<file path="src/rtl/mem_port_arbiter_pkg.sv">
// mem_port_arbiter_pkg: shared FSM/owner encodings and default timing parameters
package mem_port_arbiter_pkg;
  typedef enum logic [1:0] {
    IDLE  = 2'd0,
    ISSUE = 2'd1,
    WAIT  = 2'd2,
    ACK   = 2'd3
  } state_t;
  typedef enum logic {
    OWN_IF = 1'b0,
    OWN_DM = 1'b1
  } own_t;
  localparam int DEF_MEM_LATENCY = 2;
  localparam int DEF_MAX_DM_STREAK = 4;
endpackage

</file>
<file path="src/rtl/mem_port_arbiter_if.sv">
// mem_port_arbiter_if: fetch (if_*), data (dm_*) and memory (mem_*) signals; slave = arbiter side, master = core/memory side
interface mem_port_arbiter_if #(
  parameter int data_size = 32,
  parameter int mem_size = 16
);
  logic                 if_req;
  logic [mem_size-1:0]  if_addr;
  logic                 if_ack;
  logic [data_size-1:0] if_rdata;
  logic                 dm_req;
  logic                 dm_we;
  logic [mem_size-1:0]  dm_addr;
  logic [data_size-1:0] dm_wdata;
  logic                 dm_ack;
  logic [data_size-1:0] dm_rdata;
  logic                 mem_en;
  logic                 mem_we;
  logic [mem_size-1:0]  mem_addr;
  logic [data_size-1:0] mem_wdata;
  logic [data_size-1:0] mem_rdata;
  modport slave (
    input  if_req, if_addr, dm_req, dm_we, dm_addr, dm_wdata, mem_rdata,
    output if_ack, if_rdata, dm_ack, dm_rdata, mem_en, mem_we, mem_addr, mem_wdata
  );
  modport master (
    output if_req, if_addr, dm_req, dm_we, dm_addr, dm_wdata, mem_rdata,
    input  if_ack, if_rdata, dm_ack, dm_rdata, mem_en, mem_we, mem_addr, mem_wdata
  );
endinterface

</file>
<file path="src/rtl/mem_port_arbiter_grant.sv">
// mem_port_grant: data-priority winner select (i_if_req, i_dm_req -> o_dm_win) with a streak limit updated on i_eval
module mem_port_grant
  import mem_port_arbiter_pkg::*;
#(
  parameter int MAX_DM_STREAK = DEF_MAX_DM_STREAK
) (
  input  logic clk,
  input  logic rst,
  input  logic i_if_req,
  input  logic i_dm_req,
  input  logic i_eval,
  output logic o_dm_win
);
  logic [3:0] r_streak;
  assign o_dm_win = i_dm_req && !(i_if_req && r_streak == 4'(MAX_DM_STREAK));
  // dm only wins against a waiting fetch below the limit, so the increment saturates by construction
  always_ff @(posedge clk)
    if (rst) r_streak <= '0;
    else if (i_eval) r_streak <= (o_dm_win && i_if_req) ? r_streak + 4'd1 : '0;
endmodule

</file>
<file path="src/rtl/mem_port_arbiter.sv">
// mem_port_arbiter: shares one single-port memory between fetch and data ports (clk, rst, bus: if_*/dm_* requesters, mem_* memory)
module mem_port_arbiter
  import mem_port_arbiter_pkg::*;
#(
  parameter int data_size = 32,
  parameter int mem_size = 16,
  parameter int MEM_LATENCY = DEF_MEM_LATENCY,
  parameter int MAX_DM_STREAK = DEF_MAX_DM_STREAK
) (
  input logic clk,
  input logic rst,
  mem_port_arbiter_if.slave bus
);
  state_t               r_state;
  own_t                 r_own;
  logic                 r_we;
  logic [3:0]           r_cnt;
  logic                 r_mem_en;
  logic                 r_mem_we;
  logic [mem_size-1:0]  r_mem_addr;
  logic [data_size-1:0] r_mem_wdata;
  logic                 r_if_ack;
  logic                 r_dm_ack;
  logic [data_size-1:0] r_if_rdata;
  logic [data_size-1:0] r_dm_rdata;
  logic                 w_req;
  logic                 w_dm_win;
  logic                 w_rd_done;
  logic                 w_done;
  assign w_req     = bus.if_req | bus.dm_req;
  assign w_rd_done = r_state == WAIT && r_cnt == '0;
  assign w_done    = w_rd_done || (r_state == ISSUE && r_we);
  mem_port_grant #(.MAX_DM_STREAK(MAX_DM_STREAK)) u_grant (
    .clk      (clk),
    .rst      (rst),
    .i_if_req (bus.if_req),
    .i_dm_req (bus.dm_req),
    .i_eval   (r_state == IDLE && w_req),
    .o_dm_win (w_dm_win)
  );
  // mem_addr/mem_wdata double as the latched request fields; acks are raised on the edge into ACK
  always_ff @(posedge clk)
    if (rst) begin
      r_state     <= IDLE;
      r_own       <= OWN_IF;
      r_we        <= 1'b0;
      r_cnt       <= '0;
      r_mem_en    <= 1'b0;
      r_mem_we    <= 1'b0;
      r_mem_addr  <= '0;
      r_mem_wdata <= '0;
      r_if_ack    <= 1'b0;
      r_dm_ack    <= 1'b0;
      r_if_rdata  <= '0;
      r_dm_rdata  <= '0;
    end else begin
      r_mem_en <= 1'b0;
      r_mem_we <= 1'b0;
      r_if_ack <= w_done && r_own == OWN_IF;
      r_dm_ack <= w_done && r_own == OWN_DM;
      if (w_rd_done && r_own == OWN_IF) r_if_rdata <= bus.mem_rdata;
      if (w_rd_done && r_own == OWN_DM) r_dm_rdata <= bus.mem_rdata;
      case (r_state)
        IDLE: if (w_req) begin
          r_own       <= w_dm_win ? OWN_DM : OWN_IF;
          r_we        <= w_dm_win & bus.dm_we;
          r_mem_en    <= 1'b1;
          r_mem_we    <= w_dm_win & bus.dm_we;
          r_mem_addr  <= w_dm_win ? bus.dm_addr : bus.if_addr;
          r_mem_wdata <= w_dm_win ? bus.dm_wdata : '0;
          r_state     <= ISSUE;
        end
        ISSUE: begin
          r_cnt   <= 4'(MEM_LATENCY - 1);
          r_state <= r_we ? ACK : WAIT;
        end
        WAIT: begin
          r_cnt   <= r_cnt - 4'd1;
          r_state <= w_rd_done ? ACK : WAIT;
        end
        default: r_state <= IDLE;
      endcase
    end
  assign bus.mem_en    = r_mem_en;
  assign bus.mem_we    = r_mem_we;
  assign bus.mem_addr  = r_mem_addr;
  assign bus.mem_wdata = r_mem_wdata;
  assign bus.if_ack    = r_if_ack;
  assign bus.dm_ack    = r_dm_ack;
  assign bus.if_rdata  = r_if_rdata;
  assign bus.dm_rdata  = r_dm_rdata;
endmodule

</file>
<file path="src/flat_wrapper.sv">
// flat-port wrapper written by rule: the top's interface ports become plain ports
module mem_port_arbiter_flat import mem_port_arbiter_pkg::*;
#(
  parameter int data_size = 32,
  parameter int mem_size = 16,
  parameter int MEM_LATENCY = DEF_MEM_LATENCY,
  parameter int MAX_DM_STREAK = DEF_MAX_DM_STREAK
)
  (clk, rst, bus_if_req, bus_if_addr, bus_dm_req, bus_dm_we, bus_dm_addr, bus_dm_wdata, bus_mem_rdata, bus_if_ack, bus_if_rdata, bus_dm_ack, bus_dm_rdata, bus_mem_en, bus_mem_we, bus_mem_addr, bus_mem_wdata);
  mem_port_arbiter_if #(.data_size(data_size), .mem_size(mem_size)) bus_i ();
  input logic clk;
  input logic rst;
  input wire logic [$bits(bus_i.if_req)-1:0] bus_if_req;
  input wire logic [$bits(bus_i.if_addr)-1:0] bus_if_addr;
  input wire logic [$bits(bus_i.dm_req)-1:0] bus_dm_req;
  input wire logic [$bits(bus_i.dm_we)-1:0] bus_dm_we;
  input wire logic [$bits(bus_i.dm_addr)-1:0] bus_dm_addr;
  input wire logic [$bits(bus_i.dm_wdata)-1:0] bus_dm_wdata;
  input wire logic [$bits(bus_i.mem_rdata)-1:0] bus_mem_rdata;
  output wire logic [$bits(bus_i.if_ack)-1:0] bus_if_ack;
  output wire logic [$bits(bus_i.if_rdata)-1:0] bus_if_rdata;
  output wire logic [$bits(bus_i.dm_ack)-1:0] bus_dm_ack;
  output wire logic [$bits(bus_i.dm_rdata)-1:0] bus_dm_rdata;
  output wire logic [$bits(bus_i.mem_en)-1:0] bus_mem_en;
  output wire logic [$bits(bus_i.mem_we)-1:0] bus_mem_we;
  output wire logic [$bits(bus_i.mem_addr)-1:0] bus_mem_addr;
  output wire logic [$bits(bus_i.mem_wdata)-1:0] bus_mem_wdata;
  assign bus_i.if_req = bus_if_req;
  assign bus_i.if_addr = bus_if_addr;
  assign bus_i.dm_req = bus_dm_req;
  assign bus_i.dm_we = bus_dm_we;
  assign bus_i.dm_addr = bus_dm_addr;
  assign bus_i.dm_wdata = bus_dm_wdata;
  assign bus_i.mem_rdata = bus_mem_rdata;
  assign bus_if_ack = bus_i.if_ack;
  assign bus_if_rdata = bus_i.if_rdata;
  assign bus_dm_ack = bus_i.dm_ack;
  assign bus_dm_rdata = bus_i.dm_rdata;
  assign bus_mem_en = bus_i.mem_en;
  assign bus_mem_we = bus_i.mem_we;
  assign bus_mem_addr = bus_i.mem_addr;
  assign bus_mem_wdata = bus_i.mem_wdata;
  mem_port_arbiter #(.data_size(data_size), .mem_size(mem_size), .MEM_LATENCY(MEM_LATENCY), .MAX_DM_STREAK(MAX_DM_STREAK)) u_core (.clk(clk), .rst(rst), .bus(bus_i));
endmodule
</file>
<file path="config.mk">
export PLATFORM = sky130hd
export DESIGN_NAME = mem_port_arbiter_flat
export DESIGN_NICKNAME = d
export VERILOG_FILES = /design/src/rtl/mem_port_arbiter_pkg.sv /design/src/rtl/mem_port_arbiter_if.sv /design/src/rtl/mem_port_arbiter_grant.sv /design/src/rtl/mem_port_arbiter.sv /design/src/flat_wrapper.sv
export SDC_FILE = /design/constraint.sdc
export NUM_CORES = 1
export LEC_CHECK = 0
export CORE_ASPECT_RATIO = 0.5
export CORE_UTILIZATION = 30
export DETAILED_ROUTE_END_ITERATION = 8
export PLACE_DENSITY = 0.71
export SYNTH_ARGS = -nofsm -noshare
export SYNTH_HDL_FRONTEND = slang
export SYNTH_SLANG_ARGS = --single-unit
</file>
<file path="constraint.sdc">
create_clock -name clk -period 3.35 [get_ports clk]
set_clock_uncertainty 0.05 [all_clocks]
set_input_delay 0.8375 -clock clk [delete_from_list [all_inputs] [get_ports clk]]
set_output_delay 0.8375 -clock clk [all_outputs]
set_load 0.01 [all_outputs]
</file>
Yosys cells after proc, flatten, opt, wreduce, memory -nomap -nowiden
Cells that the tools add are included.
{"block": "word_totals", "input_bits": 101, "out_inout_bits": 116, "wordCells": 52, "register_bits": 128}
{"block": "op_classes", "reduce_logical": 18, "muxes": 10, "n_eq_ne": 4, "add_sub_neg": 2, "bitwise": 5}
{"cell": "2-to-1 mux 32 bit", "n": 1}
{"cell": "2-to-1 mux 16 bit", "n": 1}
{"cell": "logical AND 1 bit", "n": 10}
{"cell": "one-hot mux 4 bit (2 select lines)", "n": 1}
{"cell": "one-hot mux 2 bit (3 select lines)", "n": 1}
{"cell": "adder 4 x 1 -> 4 bit, second input constant", "n": 1}
{"cell": "== test 4 x 3 -> 1 bit, second input constant", "n": 1}
{"cell": "zero test 4 bit", "n": 1}
{"cell": "2-to-1 mux 1 bit", "n": 4}
{"cell": "2-to-1 mux 4 bit", "n": 1}
{"cell": "subtractor 4 x 1 -> 4 bit, second input constant", "n": 1}
{"cell": "NOT 1 bit", "n": 3}
{"cell": "OR reduction 3 bit", "n": 1}
{"cell": "== test 2 x 1 -> 1 bit, second input constant", "n": 1}
{"cell": "== test 2 bit, second input constant", "n": 1}
{"cell": "zero test 2 bit", "n": 1}
{"cell": "2-to-1 mux 2 bit", "n": 1}
{"cell": "!= test 2 x 1 -> 1 bit, second input constant", "n": 1}
{"cell": "AND reduction 2 bit", "n": 1}
{"cell": "nonzero test 2 bit", "n": 1}
{"cell": "OR reduction 2 bit", "n": 1}
{"cell": "AND 1 bit", "n": 1}
{"cell": "zero test 1 bit", "n": 1}
{"cell": "logical OR 1 bit", "n": 1}
{"cell": "OR 1 bit", "n": 1}

Longest topological paths before layout
{"block": "logic_depth", "word_depth": 6, "mapped_depth": 7}

By module
From an unflattened synthesis, not the netlist that was laid out.
{"block": "hier_totals", "hier_cells": 524, "hier_area_um2": 4919.7}
{"mod": "mem_port_arbiter", "cells_each": 496, "seq_area_each_um2": 2482.4, "n_inst": 1, "area_each_um2": 4678.2}
{"mod": "mem_port_grant", "cells_each": 28, "seq_area_each_um2": 80.1, "n_inst": 1, "area_each_um2": 241.5}

Worst setup path before layout
Ideal clock, no wire load.
{"block": "synth_timing", "kind": "input-to-reg", "from": "input port bus_dm_req", "to": "register u_core.r_mem_wdata[10] (netlist: u_core.bus.mem_wdata[10])", "required_time_ps": 3172, "arrival_ps": 1645, "path_slack_ps": 1528, "cell_stages": 6, "n_path_buf": 3, "path_cell_list": "buf_2 > and2_1 > buf_2 > buf_2 > a32oi_1 > nor2_1"}
{"block": "synth_via", "elab_chain_cells": 2, "word_cells_on_any_way": 4, "cone_classes": "mux (1); bitwise (1); reduce/logical (2)"}
{"element": "from (decl)", "line": "flat_wrapper.sv:15", "rtl": "input wire logic [$bits(bus_i.dm_req)-1:0] bus_dm_req;"}
{"element": "OR 1 bit / logical AND 1 bit (equally long branches)", "line": "mem_port_arbiter.sv:30, mem_port_arbiter_grant.sv:15"}
{"element": "AND reduction 2 bit (no source line) / 2-to-1 mux 32 bit (equally long branches)"}
{"element": "to (signal assigned)", "line": "mem_port_arbiter.sv:70", "rtl": "r_mem_wdata <= w_dm_win ? bus.dm_wdata : '0;"}
{"element": "to (decl)", "line": "mem_port_arbiter.sv:21", "rtl": "logic [data_size-1:0] r_mem_wdata;"}
Several ways; a longest one is shown, not always the timed one.
A chain may end at the register's enable or synchronous reset.

Worst setup path after layout
{"block": "layout_timing", "from": "register u_core.r_state[0]", "to": "register u_core.r_if_rdata[0] (netlist: u_core.bus.if_rdata[0])"}
{"block": "layout_via", "elab_chain_cells": 3}
{"element": "from (decl)", "line": "mem_port_arbiter.sv:14", "rtl": "state_t r_state;"}
{"element": "from (signal assigned)", "line": "mem_port_arbiter.sv:75", "rtl": "r_state <= r_we ? ACK : WAIT;"}
{"element": "from (signal assigned)", "line": "mem_port_arbiter.sv:79", "rtl": "r_state <= w_rd_done ? ACK : WAIT;"}
{"element": "== test 2 bit", "line": "mem_port_arbiter.sv:31", "rtl": "assign w_rd_done = r_state == WAIT && r_cnt == '0;"}
{"element": "logical AND 1 bit", "line": "mem_port_arbiter.sv:31"}
{"element": "logical AND 1 bit", "line": "mem_port_arbiter.sv:61", "rtl": "if (w_rd_done && r_own == OWN_IF) r_if_rdata <= bus.mem_rdata;"}
{"element": "to (signal assigned)", "line": "mem_port_arbiter.sv:61"}
{"element": "to (decl)", "line": "mem_port_arbiter.sv:24", "rtl": "logic [data_size-1:0] r_if_rdata;"}
Every way passes these cells.

==> impl_metrics.toml <==
[status]
status = "completed"

[yosys]
ys.flop_type = "dfxtp_1"
syn_area_sq_um = 5154
synthArstFlopShare_pct = 0
synth_top_family_by_area = "compound AO/OA/AOI/OAI gates"
synth-seq-cells = 128
syn_area_per_cell_sq_um = 8.765
synth_cell_types = 39
synth_fa_ha_area_share_pct = 1.699
ys_warn_count = 0
syn_inst = 588
ys_seq_area_share_pct = 49.72
synth-compound-area-share_pct = 24.45
syn-num-nets = 696
synth_edf_count = 0
synth-simple-area-share_pct = 16.00
synthMuxAreaShare_pct = 0.1942
synthXorXnorAreaFrac_pct = 0

[worst_setup_path]
startpoint = "u_core.r_state[0]$_SDFFE_PP0P_"
cp-end-kind = "flip-flop"
crit_chain = "inv_1 -> ha_1 -> and4bb_2 -> buf_4 -> nand3_1 -> a21oi_1"
required_ns = 3.63
cp.arrival_ns = 2.57
cp_slowest_cell = "and4bb_2"
startpoint_type = "flip-flop"
rr_startpoint = "u_core.r_state[0]$_SDFFE_PP0P_"
critical_path_class = "flip-flop to flip-flop"
max_stage_delay_ns = 0.81
path_max_fanout = 37

[placement]
place.gp.congestion = 0.7813
port-buffer-count = 216
dpl.hpwl_um = 10270
place_area_sq_um = 7347

[sta]
hold_ws_ns = 0.4244
clock.fmax_ghz = 0.4380
hold_violations = 0
max_slew_margin_pct = 32.68
finalSetupViolations = 0
finalCritPeriodShare_pct = 68.16
worstMarginPinSlew_ns = 1.008
slew_violations = 0
rsz0062_at_grt = "no"
fin_crit_ns = 2.283
fin_tns_setup_ns = 0

[cts]
cts_resized = 0
clock-root-buffer = "clkbuf_16"
cts_buffers = 17
postCtsSetupRepairBufs = 0
cts_tree = "done"
clockBufferDepth = 2
cts_htree_levels = 4
cts_num_sinks = 128
clkSlewWorstSetupHoldPaths_ns = 0.06
clk_latency_ns = 0.41
hold_buffers = 0

[layout]
antenna_cells = 0
design_area_sq_um = 8053
fill_cells = 1552
multi_input_area_sq_um = 2191
fin_nets = 877
register_area_sq_um = 2564
drive_gt1_share_pct = 6.777
area_growth_pct = 56.25

[route]
wl_per_cell_um = 15.86
vias = 5224
firstDrtPassIters = 5
drt_wl_total_um = 16000
antenna_left = 0
vias_per_cell = 5.177
dr.first_iter.drc_count = 311
route.detailed.drc = 0

[global_route]
grt_first_pass_wirelength_um = 25590
grt_max_degree = 84
grt_usage_pct = 17.95
gr-total-overflow = 0
grt_pass1_vias = 4936
antenna_found_initial = 0

[job]
cap_violations = 0

[floorplan]
die_w_um = 187.4
coreArea_sq_um = 16600
die_area_sq_um = 17740
die_y_um = 94.68
rows = 33
design.portCount = 217
start_util_pct = 31.05

[pwr]
ir_drop_mv = 0.4313
leakagePower_uw = 0.002733
power_uw = 6005
pwr_density_cell_nw_per_um2 = 745.7

[min_path]
hp-start = "u_core.bus.dm_rdata[19]$_SDFFE_PP0P_"
hold_path.class = "flip-flop to flip-flop"
[area by class of cell]
| type | count | area share (%) |
|---|---|---|
| Clock inverter | 15 | 3.480 |
| Multi-Input combinational cell | 385 | 27.21 |
| Sequential cell | 128 | 31.84 |
| Tap cell | 227 | 3.527 |
| Inverter | 9 | 0.4195 |
| Clock buffer | 17 | 5.283 |
| Timing Repair Buffer | 228 | 28.25 |
[routing by layer]
metal	track usage [%]	share of wire, %
met5	0	0
met4	7.240	2.3
met3	4.236	4.7
met2	30.24	49
met1	22.37	44
[critical path, delay by kind of cell (launching register included)]
kind | cells | cell delay (ns)
DFF | 1 | 0.34
AOI/OAI and AO/OA | 1 | 0.17
adders and majority gates | 1 | 0.32
buffers and inverters | 2 | 0.43
and+or+nand+nor | 2 | 0.90
[logic make-up (layout without fill, tap and decap cells)]
group | count (synthesis) | in the layout
AO/OA/AOI/OAI | 212 | 212
adder cells (fa/ha/maj) | 7 | 7
buffers and inverters | 75 | 269
flip-flops | 128 | 128
multiplexers | 1 | 1
AND/OR/NAND/NOR | 165 | 165
[final timing paths]
path | endpoint | depth (start not counted) | slack [ns]
max | u_core.bus.if_rdata[0]$_SDFFE_PP0P_ | 6 | 1.07
min | u_core.bus.dm_rdata[19]$_SDFFE_PP0P_ | 2 | 0.42
max reg2reg | u_core.bus.if_rdata[0]$_SDFFE_PP0P_ | 6 | 1.07
min reg2reg | u_core.bus.dm_rdata[19]$_SDFFE_PP0P_ | 2 | 0.42
[synthesized netlist by cell type (4+ instances only)]
library cell | number | area, sq um
dfxtp_1 | 128 | 2562
nand3_1 | 83 | 415.4
a21oi_1 | 72 | 360.4
o21ai_0 | 64 | 320.3
nor2_1 | 52 | 195.2
a32oi_1 | 32 | 280.3
buf_2 | 24 | 120.1
clkbuf_1 | 24 | 90.09
o21ai_1 | 21 | 105.1
a311oi_1 | 16 | 140.1
ha_1 | 7 | 87.58
inv_1 | 7 | 26.28
nand2_1 | 7 | 26.28
buf_4 | 6 | 45.04
buf_8 | 5 | 75.07
nand4_1 | 4 | 25.02
nand4b_1 | 4 | 35.03
[per-stage QoR]
step / cells / util [%] / setup slack (ns)
floorplan: 588 / - / 1.528
global route: 1009 / 48.52 / 0.8332
global placement: 977 / 44.26 / 0.8202
CTS: 1009 / 48.52 / 1.045
finish: 1009 / 48.52 / 1.067
detailed placement: 977 / 44.26 / 0.7650
[cells in the final DEF (no fill, tap or decap), types with 7 or more instances in the layout]
| master | instances |
|---|---|
| nor2_1 | 52 |
| buf_4 | 11 |
| inv_1 | 7 |
| dfxtp_1 | 127 |
| a32oi_1 | 32 |
| a21oi_1 | 72 |
| a311oi_1 | 16 |
| nand2_1 | 7 |
| o21ai_0 | 64 |
| o21ai_1 | 20 |
| bufinv_16 | 7 |
| ha_1 | 7 |
| clkbuf_16 | 17 |
| clkdlybuf4s50_1 | 215 |
| nand3_1 | 83 |
[report_power, final]
group | leakage, uW | total, uW | switching, uW | internal (uW)
Clock | 0.000343 | 2220 | 734 | 1490
Sequential | 0.00104 | 1930 | 148 | 1790
Combinational | 0.00135 | 1850 | 1030 | 824
Total | 0.00273 | 6000 | 1910 | 4100
[flip-flops by register name, indices dropped and copies added, names as in the netlist]
| name | flops |
|---|---|
| u_core.bus.dm_rdata | 32 |
| u_core.bus.if_rdata | 32 |
| u_core.bus.mem_wdata | 32 |
| u_core.bus.mem_addr | 16 |
| u_core.r_cnt | 4 |
| u_core.u_grant.r_streak | 4 |
| u_core.r_state | 2 |
| u_core.bus.dm_ack | 1 |
| u_core.bus.if_ack | 1 |
| u_core.bus.mem_en | 1 |
| u_core.bus.mem_we | 1 |
| u_core.r_own | 1 |
| u_core.r_we | 1 |
No activity file was read; power rests on OpenSTA's default activity.
